$ cat config.mk
export PLATFORM = sky130hd
export DESIGN_NAME = gray_ptr_fifo
export DESIGN_NICKNAME = d
export VERILOG_FILES = /design/src/rtl/gray_ptr_fifo.sv
export SDC_FILE = /design/constraint.sdc
export NUM_CORES = 1
export LEC_CHECK = 0
export CAP_MARGIN = 30
export CORE_MARGIN = 2
export CORE_UTILIZATION = 51
export CTS_CLUSTER_SIZE = 25
export DETAILED_ROUTE_END_ITERATION = 6
export PLACE_DENSITY = 0.7
export SLEW_MARGIN = 25
export SYNTH_ARGS = -nofsm -noshare
export SYNTH_HDL_FRONTEND = slang
export SYNTH_SLANG_ARGS = --single-unit
$ cat constraint.sdc
create_clock -name clk -period 3.2 [get_ports clk]
set_clock_uncertainty 0.15 [all_clocks]
set_input_delay 0.32 -clock clk [delete_from_list [all_inputs] [get_ports clk]]
set_output_delay 0.32 -clock clk [all_outputs]
set_load 0.01 [all_outputs]
$ cat src/rtl/gray_ptr_fifo.sv
// gray_ptr_fifo: single-clock show-ahead FIFO whose read/write pointers are
// kept in binary for addressing and mirrored as registered (ADDR_W+1)-bit
// Gray code. Full/empty come straight from the Gray copies so the same
// pointers can later be handed across a clock domain without re-encoding.
module gray_ptr_fifo #(
  parameter int DATA_W = 8,
  parameter int ADDR_W = 4
) (
  input  logic              clk,
  input  logic              resetn,
  // producer side
  input  logic [DATA_W-1:0] in_data,
  input  logic              in_valid,
  output logic              in_ready,
  // consumer side
  output logic [DATA_W-1:0] out_data,
  output logic              out_valid,
  input  logic              out_ready,
  // published pointers and occupancy
  output logic [ADDR_W:0]   wr_ptr_gray,
  output logic [ADDR_W:0]   rd_ptr_gray,
  output logic [ADDR_W:0]   count
);

  localparam int DEPTH = 1 << ADDR_W;
  localparam int PTR_W = ADDR_W + 1;

  // Binary to reflected Gray code.
  function automatic logic [PTR_W-1:0] bin2gray(input logic [PTR_W-1:0] b);
    return b ^ (b >> 1);
  endfunction

  // Pointer state: binary for addressing, Gray for status and export.
  logic [PTR_W-1:0]  wr_bin_q, wr_bin_d;
  logic [PTR_W-1:0]  rd_bin_q, rd_bin_d;
  logic [PTR_W-1:0]  wr_gray_q, wr_gray_d;
  logic [PTR_W-1:0]  rd_gray_q, rd_gray_d;

  // Storage and per-entry write enables.
  logic [DATA_W-1:0] mem_q [DEPTH];
  logic [DEPTH-1:0]  wr_en;

  logic              full;
  logic              empty;
  logic              push;
  logic              pop;
  logic [ADDR_W-1:0] wr_addr;
  logic [ADDR_W-1:0] rd_addr;

  assign wr_addr = wr_bin_q[ADDR_W-1:0];
  assign rd_addr = rd_bin_q[ADDR_W-1:0];

  // Empty when the Gray pointers match exactly.
  assign empty = (wr_gray_q == rd_gray_q);

  // Full when the write pointer is exactly one lap ahead. In Gray code a
  // one-lap offset flips the two most significant bits; with a 2-bit pointer
  // that is the whole word.
  generate
    if (ADDR_W == 1) begin : g_full_narrow
      assign full = (wr_gray_q == ~rd_gray_q);
    end else begin : g_full_wide
      assign full = (wr_gray_q == {~rd_gray_q[ADDR_W -: 2], rd_gray_q[ADDR_W-2:0]});
    end
  endgenerate

  // Handshakes depend only on registered pointers, never on the partner's
  // valid/ready, so there is no combinational path through the FIFO.
  assign in_ready  = !full;
  assign out_valid = !empty;

  assign push = in_valid && in_ready;
  assign pop  = out_valid && out_ready;

  // Occupancy: modular difference of the binary pointers; reads DEPTH when full.
  assign count = wr_bin_q - rd_bin_q;

  // Show-ahead read of the head entry.
  assign out_data = mem_q[rd_addr];

  // Published Gray pointers are the registered copies themselves.
  assign wr_ptr_gray = wr_gray_q;
  assign rd_ptr_gray = rd_gray_q;

  // One decoded write strobe per storage entry.
  generate
    for (genvar gi = 0; gi < DEPTH; gi++) begin : g_wr_en
      assign wr_en[gi] = push && (wr_addr == ADDR_W'(gi));
    end
  endgenerate

  // Next-state pointers; the Gray copy is derived from the next binary
  // value so it lands on the same edge with no lag.
  always_comb begin
    wr_bin_d  = wr_bin_q + PTR_W'(push);
    rd_bin_d  = rd_bin_q + PTR_W'(pop);
    wr_gray_d = bin2gray(wr_bin_d);
    rd_gray_d = bin2gray(rd_bin_d);
  end

  // Pointer registers, cleared asynchronously.
  always_ff @(posedge clk or negedge resetn) begin
    if (!resetn) begin
      wr_bin_q  <= '0;
      rd_bin_q  <= '0;
      wr_gray_q <= '0;
      rd_gray_q <= '0;
    end else begin
      wr_bin_q  <= wr_bin_d;
      rd_bin_q  <= rd_bin_d;
      wr_gray_q <= wr_gray_d;
      rd_gray_q <= rd_gray_d;
    end
  end

  // Storage array; cleared on reset so out_data reads zero when empty.
  always_ff @(posedge clk or negedge resetn) begin
    if (!resetn) begin
      for (int i = 0; i < DEPTH; i++) begin
        mem_q[i] <= '0;
      end
    end else begin
      for (int i = 0; i < DEPTH; i++) begin
        if (wr_en[i]) begin
          mem_q[i] <= in_data;
        end
      end
    end
  end

endmodule

==> results.py, run 1 <==
metrics = {
    "critical_path": {
        "crit_arrival_ns": 2.61,
        "cp-endpoint": "count[4]",
        "critical-path-top-delay-family": "buffers and inverters",
        "critical_path.max_fanout": 6,
        "endpoint_kind": "output port",
        "worstSetupPathType": "flop to output port",
        "cp_num_buf_inv": 3,
        "reg2reg_slack_ns": 0.55,
        "cpMostUsedCell": "inv_1",
        "cp_cell_sequence": "inv_1 > ha_1 > fa_1 > inv_1 > a21o_1 > a21oi_1 > xnor2_1 > clkdlybuf4s50_1",
        "ff2ff_path_depth": 8,
        "crit_start": "wr_bin_q[0]",
        "path_depth": 8,
        "slowest_stage": "clkdlybuf4s50_1",
        "r2r_end": "wr_ptr_gray[1]",
        "crit_path_max_incr_delay_ns": 0.55,
        "reg2reg_from": "rd_bin_q[4]",
        "crit_required_ns": 2.73,
        "start_kind": "flop",
    },
    "global_routing": {
        "grt_max_degree": 62,
        "grt_pass1_wl_um": 24700,
        "met3_usage": 0.0470,
        "met1_usage": 0.330,
        "grt_busiest_layer": "met2",
        "grt_usage": 0.227,
        "grt_util_met2": 0.340,
        "antenna_found_initial": 0,
        "first_global_vias": 4355,
        "grt-ovfl-total": 0,
    },
    "timing": {
        "hold_viol_final": 0,
        "setup-tns-final_ns": 0,
        "setup_viol": 0,
        "rsz0062_at_grt": "false",
        "finalWorstSetupSlack_ns": 0.124,
        "min_period_ns": 3.08,
        "final_max_slew_viol_count": 0,
        "max_slew_margin": 0.436,
        "tightest_slew_ns": 0.842,
        "timing.hold.ws_ns": 0.305,
        "max_freq_mhz": 325,
        "fin_crit_sh": 0.961,
    },
    "clock_tree": {
        "clock_sinks": 146,
        "clk_latency_ns": 0.41,
        "clockBufferDepth": 2,
        "cts_tree": "done",
        "root_buffer": "clkbuf_16",
        "clk_pin_slew_ns": 0.05,
        "ctsHtreeMaxLevel": 4,
        "cts_buffers": 17,
    },
    "layout": {
        "multiInputGateArea_mm2": 0.00318,
        "stdcell_area_mm2": 0.00812,
        "finalNetCount": 522,
        "register_area_mm2": 0.00365,
        "final_layout_size_suffix_gt1_frac": 0.340,
        "syn_to_final_growth_pct": 15.7,
        "fill_cells": 1001,
        "layout_commonest_cell": "dfrtp_1",
        "n_antenna_cell": 0,
        "final_cell_mix": "dfrtp_1, mux2_2, o2bb2ai_1",
    },
    "placement": {
        "io_buffers": 36,
        "dp_slack_ns": 0.551,
        "gp_congestion": 0.878,
        "placed_area_mm2": 0.00756,
        "dp_hpwl_um": 10700,
    },
    "floorplanning": {
        "fp.dieH_um": 121,
        "initial_core_util": 0.526,
        "ioPinCount": 37,
        "die_w_um": 121,
        "rows": 42,
        "fp.coreArea_mm2": 0.0133,
        "fp.dieArea_mm2": 0.0147,
    },
    "logic_synthesis": {
        "muxShareOfSynthArea": 0.235,
        "synth_compound_area_frac": 0.140,
        "netlist-cell-type-count": 37,
        "synth-edff-count": 0,
        "yosysTopAreaCellShare": 0.520,
        "yosysTopAreaCell": "dfrtp_1",
        "synth_area_leaders": "dfrtp_1, mux2_2, mux4_2",
        "yosys.area_share.adder": 0.0171,
        "yosys_warnings": 0,
        "synth_top_family_by_area": "multiplexers",
        "avgSynthCellArea_um2": 15.1,
        "syn-num-nets": 486,
        "ys_ff_latch": 146,
        "postSynthCellCount": 465,
        "syn_area_mm2": 0.00702,
        "synth-main-ff-cell": "dfrtp_1",
        "synth-simple-area-share": 0.0316,
        "yosysSeqAreaShare": 0.520,
        "async_reset_ff_frac": 1.00,
        "synthXorXnorAreaFrac": 0.0285,
    },
    "routing": {
        "vias_per_cell": 5.97,
        "ant_nets": 0,
        "routedWlPerCell_um": 22.1,
        "drt_iter0_drc": 334,
        "totalWireLength_um": 15200,
        "drcViolationCount": 0,
        "num_vias": 4107,
        "first_pass_iters": 4,
    },
    "power_and_ir_drop": {
        "p_clk_frac": 0.191,
        "p_per_area_mw_per_mm2": 1190,
        "p_seq_frac": 0.340,
        "p_sw_w": 0.00349,
        "power.share.switching": 0.360,
        "combPwrFrac": 0.469,
        "p_int_w": 0.00621,
        "ir_drop_mv": 0.676,
        "p_leak_nw": 3.36,
    },
    "job": {
        "maxCapViolations": 0,
    },
    "worst_hold_path": {
        "holdCritPathClass": "input port to async pin",
    },
    "status": {
        "outcome": "complete, no violations",
    },
}
## layout make-up
cell class                 count  area share
timing repair buffer          46      0.0587
tap                          176      0.0271
sequential                   146       0.450
clock inverter                 5     0.00647
clock buffer                  25      0.0610
multi-input combinational    279       0.392
inverter                      11     0.00508
## repair_timing
item | CTS | global route
hold buffers | 1 | 0
buffers inserted | 0 | 0
setup endpoints to repair | 0 | 0
endpoints found under the hold margin | 59 | 0
gates resized for setup | 0 | 0
## worst min path at each step
stage                                 to  depth (start not counted)       from  slack [ns]
after floorplan                 mem_q[0]                          0     resetn       -0.13
after global placement    wr_ptr_gray[3]                          1     resetn        0.18
after detailed placement       mem_q[31]                          1     resetn        0.19
after CTS                      mem_q[31]                          2     resetn        0.31
after global routing           mem_q[86]                          1  mem_q[86]        0.34
final                          mem_q[31]                          2     resetn        0.30
## metrics by stage
stage	power, W	util	cells
floorplan	0.00638	-	465
global placement	0.00772	0.567	657
detailed placement	0.00788	0.567	657
CTS	0.00977	0.609	688
global route	0.0103	0.609	688
finish	0.00969	0.609	688
## cell usage after synthesis, types with 4 or more instances
cell type  instances
a211oi_4           6
a22oi_1           16
buf_1              8
buf_2              6
buf_4              6
clkbuf_1           7
dfrtp_1          146
ha_1               8
inv_1             11
mux2_2            72
mux2_4             8
mux4_2            32
nand2_1           23
nand3_1            5
nor2_1             6
o2111ai_4          7
o211ai_2           4
o2bb2ai_1         48
xnor2_1           11
xor2_1            10
## cells by family after synthesis
logic type      Yosys count
flops                   146
mux                     112
compound gates           90
simple gates             46
buf+inv                  40
xor+xnor                 22
fa+ha+maj                 9
## registers in the layout (all words and copies together) (netlist names)
register and cells:
mem_q 128, rd_bin_q 5, rd_ptr_gray 4, wr_bin_q 5, wr_ptr_gray 4
## layer usage
layer  up-vias  part of all wire
met5         -                 0
met1      2154              0.47
met2       101              0.48
met3        14             0.041
met4         0             0.014
li1       1838                 -
## power by group through the flow
| stage | logic (W) | clock network, W | registers [W] |
|---|---|---|---|
| after floorplan | 0.00326 | 0 | 0.00312 |
| after global placement | 0.00448 | 0 | 0.00324 |
| after detailed placement | 0.00457 | 0 | 0.00331 |
| after CTS | 0.00459 | 0.00188 | 0.00330 |
| after global routing | 0.00490 | 0.00196 | 0.00340 |
| final | 0.00455 | 0.00185 | 0.00330 |
Note: power is estimated with default switching activity, not from simulation.
==> inputs of run 2 (changes only) <==
--- a/config.mk
+++ b/config.mk
@@ -10,6 +10,7 @@
 export CORE_UTILIZATION = 51
 export CTS_CLUSTER_SIZE = 25
 export DETAILED_ROUTE_END_ITERATION = 6
+export GPL_ROUTABILITY_DRIVEN = 0
 export PLACE_DENSITY = 0.7
 export SLEW_MARGIN = 25
 export SYNTH_ARGS = -nofsm -noshare
==> results of run 2 <==
The final DEF is identical to that of run 1; final timing and power are the same.
==> variant: new RTL, config.mk and constraints of run 1 <==
Register the output `count`; this adds one clock of latency there. The other outputs are not delayed to match.
--- a/src/rtl/gray_ptr_fifo.sv
+++ b/src/rtl/gray_ptr_fifo.sv
@@ -73,7 +73,9 @@
   assign pop  = out_valid && out_ready;
 
   // Occupancy: modular difference of the binary pointers; reads DEPTH when full.
-  assign count = wr_bin_q - rd_bin_q;
+  always_ff @(posedge clk) begin
+    count <= wr_bin_q - rd_bin_q;
+  end
 
   // Show-ahead read of the head entry.
   assign out_data = mem_q[rd_addr];
Behaviour: not the same (Yosys sat finds a counterexample within 4 cycles, from zero or initial values and one cycle with resetn low).
==> variant against run 1 <==
- synthesized area is 0.71% lower
- sequential cell count is 5 higher
- largest power group unchanged
- routed wire length grew 7.4%
- sequential power increased by 5%
- first-iteration DRC count rose by 19%
- sequential share of layout area grew 0.93 points
- power up 0.20%
- cell area rose by 0.72%
- worst setup slack better by 1.9 ps
- core utilization up 0.68 points
- global-route usage increased by 1.7 points
- non-clock buffer count rose by 7
- synthesized cell count rose by 0.65%
==> variant: results <==
[run_status]
status = finished, final reports clean

[worst_setup_path]
worstRegToRegCells = 5
cp_max_fo = 14
reg2reg_slack_ps = 640
worstReg2RegStart = rd_ptr_gray[0]$_DFF_PN0_
regToRegEndpoint = mem_q[58]$_DFFE_PN0P_
crit_slowest_cell = dfrtp_4
cpPeakStageDelay_ps = 620

[power]
pg_comb_w = 0.00421
ir_drop_mv = 0.553
p_switching_w = 0.00334
leakage_nw = 3.42
pg_seq_w = 0.00348
powerDensity_nw_per_um2 = 1190

[final_layout]
fillers = 1012
sh_seq_area_pct = 45.9
nClkBuffers = 21
final_nets = 529
clkCellAreaFrac_pct = 7.45
multi_input_area_um2 = 3020
multi_input_gates = 274
diodes = 1
drive_above_1_share_pct = 33.8
signal_buffers = 53
buf_share_pct = 6.47

[route]
wl_per_cell_um = 23.4
drt_iter0_markers = 397
num_vias = 4293

[yosys]
ys_top_cells_by_area = dfrtp_1, mux2_2, mux4_2
synth.distinct_cells = 35
seq_area_frac_synth_pct = 53.9
synth.area.mux_share_pct = 23.3
synth_compound_area_share_pct = 12.9
ys_ff_latch = 151
synth_nets = 489
yosysWarnings = 0
synthAdderAreaFrac_pct = 1.72
synth_common_cells = dfrtp_1, mux2_2, o2bb2ai_1, mux4_2, nand2_1
synth_xor_xnor_area_share_pct = 2.87
async_flop_share_pct = 96.7

[grt]
grt_max_degree = 102
grt_pass1_vias = 4473
grt_pass1_wl_um = 26000
grt_usage_pct = 24.4
antenna_found_initial = 1

[placement]
dpl.hpwl_um = 10700
place_congestion = 0.846

[sta]
max-slew-margin-rel_pct = 36.1
variant: metrics by stage:
| step | worst slack [ps] | std cells | util (%) | cell area, um2 | hold WS (ps) |
|---|---|---|---|---|---|
| after floorplan | 917 | 468 | - | 6970 | -126 |
| after global placement | 492 | 664 | 56.8 | 7560 | 125 |
| after detailed placement | 455 | 664 | 56.8 | 7560 | 131 |
| after CTS | 91.6 | 697 | 61.5 | 8180 | 266 |
| after global routing | 22.9 | 697 | 61.5 | 8180 | 293 |
| final | 126 | 698 | 61.5 | 8180 | 256 |
variant: worst max-delay path by stage:
stage          cells past startpoint                     start                        to
3_5_place_dp                       5     rd_bin_q[0]$_DFF_PN0_               out_data[3]
2_1_floorplan                      9  rd_ptr_gray[0]$_DFF_PN0_  rd_ptr_gray[1]$_DFF_PN0_
6_report                           4     rd_bin_q[0]$_DFF_PN0_               out_data[0]
3_3_place_gp                       5     rd_bin_q[0]$_DFF_PN0_               out_data[2]
4_1_cts                            5     rd_bin_q[0]$_DFF_PN0_               out_data[3]
5_1_grt                            5     rd_bin_q[0]$_DFF_PN0_               out_data[3]
variant: routing by layer:
layer / share of wire (%) / up-vias / global-route usage (%)
met5: 0 / - / 0
met3: 5.2 / 21 / 5.97
li1: - / 1878 / -
met4: 1.5 / 0 / 8.07
met1: 45 / 2263 / 34.7
met2: 49 / 131 / 37.2
variant: worst max-delay path: cells and delay by family (launching register included):
family	cells	cell delay (ps)
multiplexers	1	550
AND/OR/NAND/NOR	1	110
AO/OA/AOI/OAI	1	400
buffers and inverters	1	500
flip-flops	1	620
variant: repair_timing:
| item | CTS | global route |
|---|---|---|
| endpoints found under the setup margin | 1 | 0 |
| resized for setup | 1 | 0 |
| hold endpoints to repair | 45 | 0 |
| hold buffers | 1 | 0 |
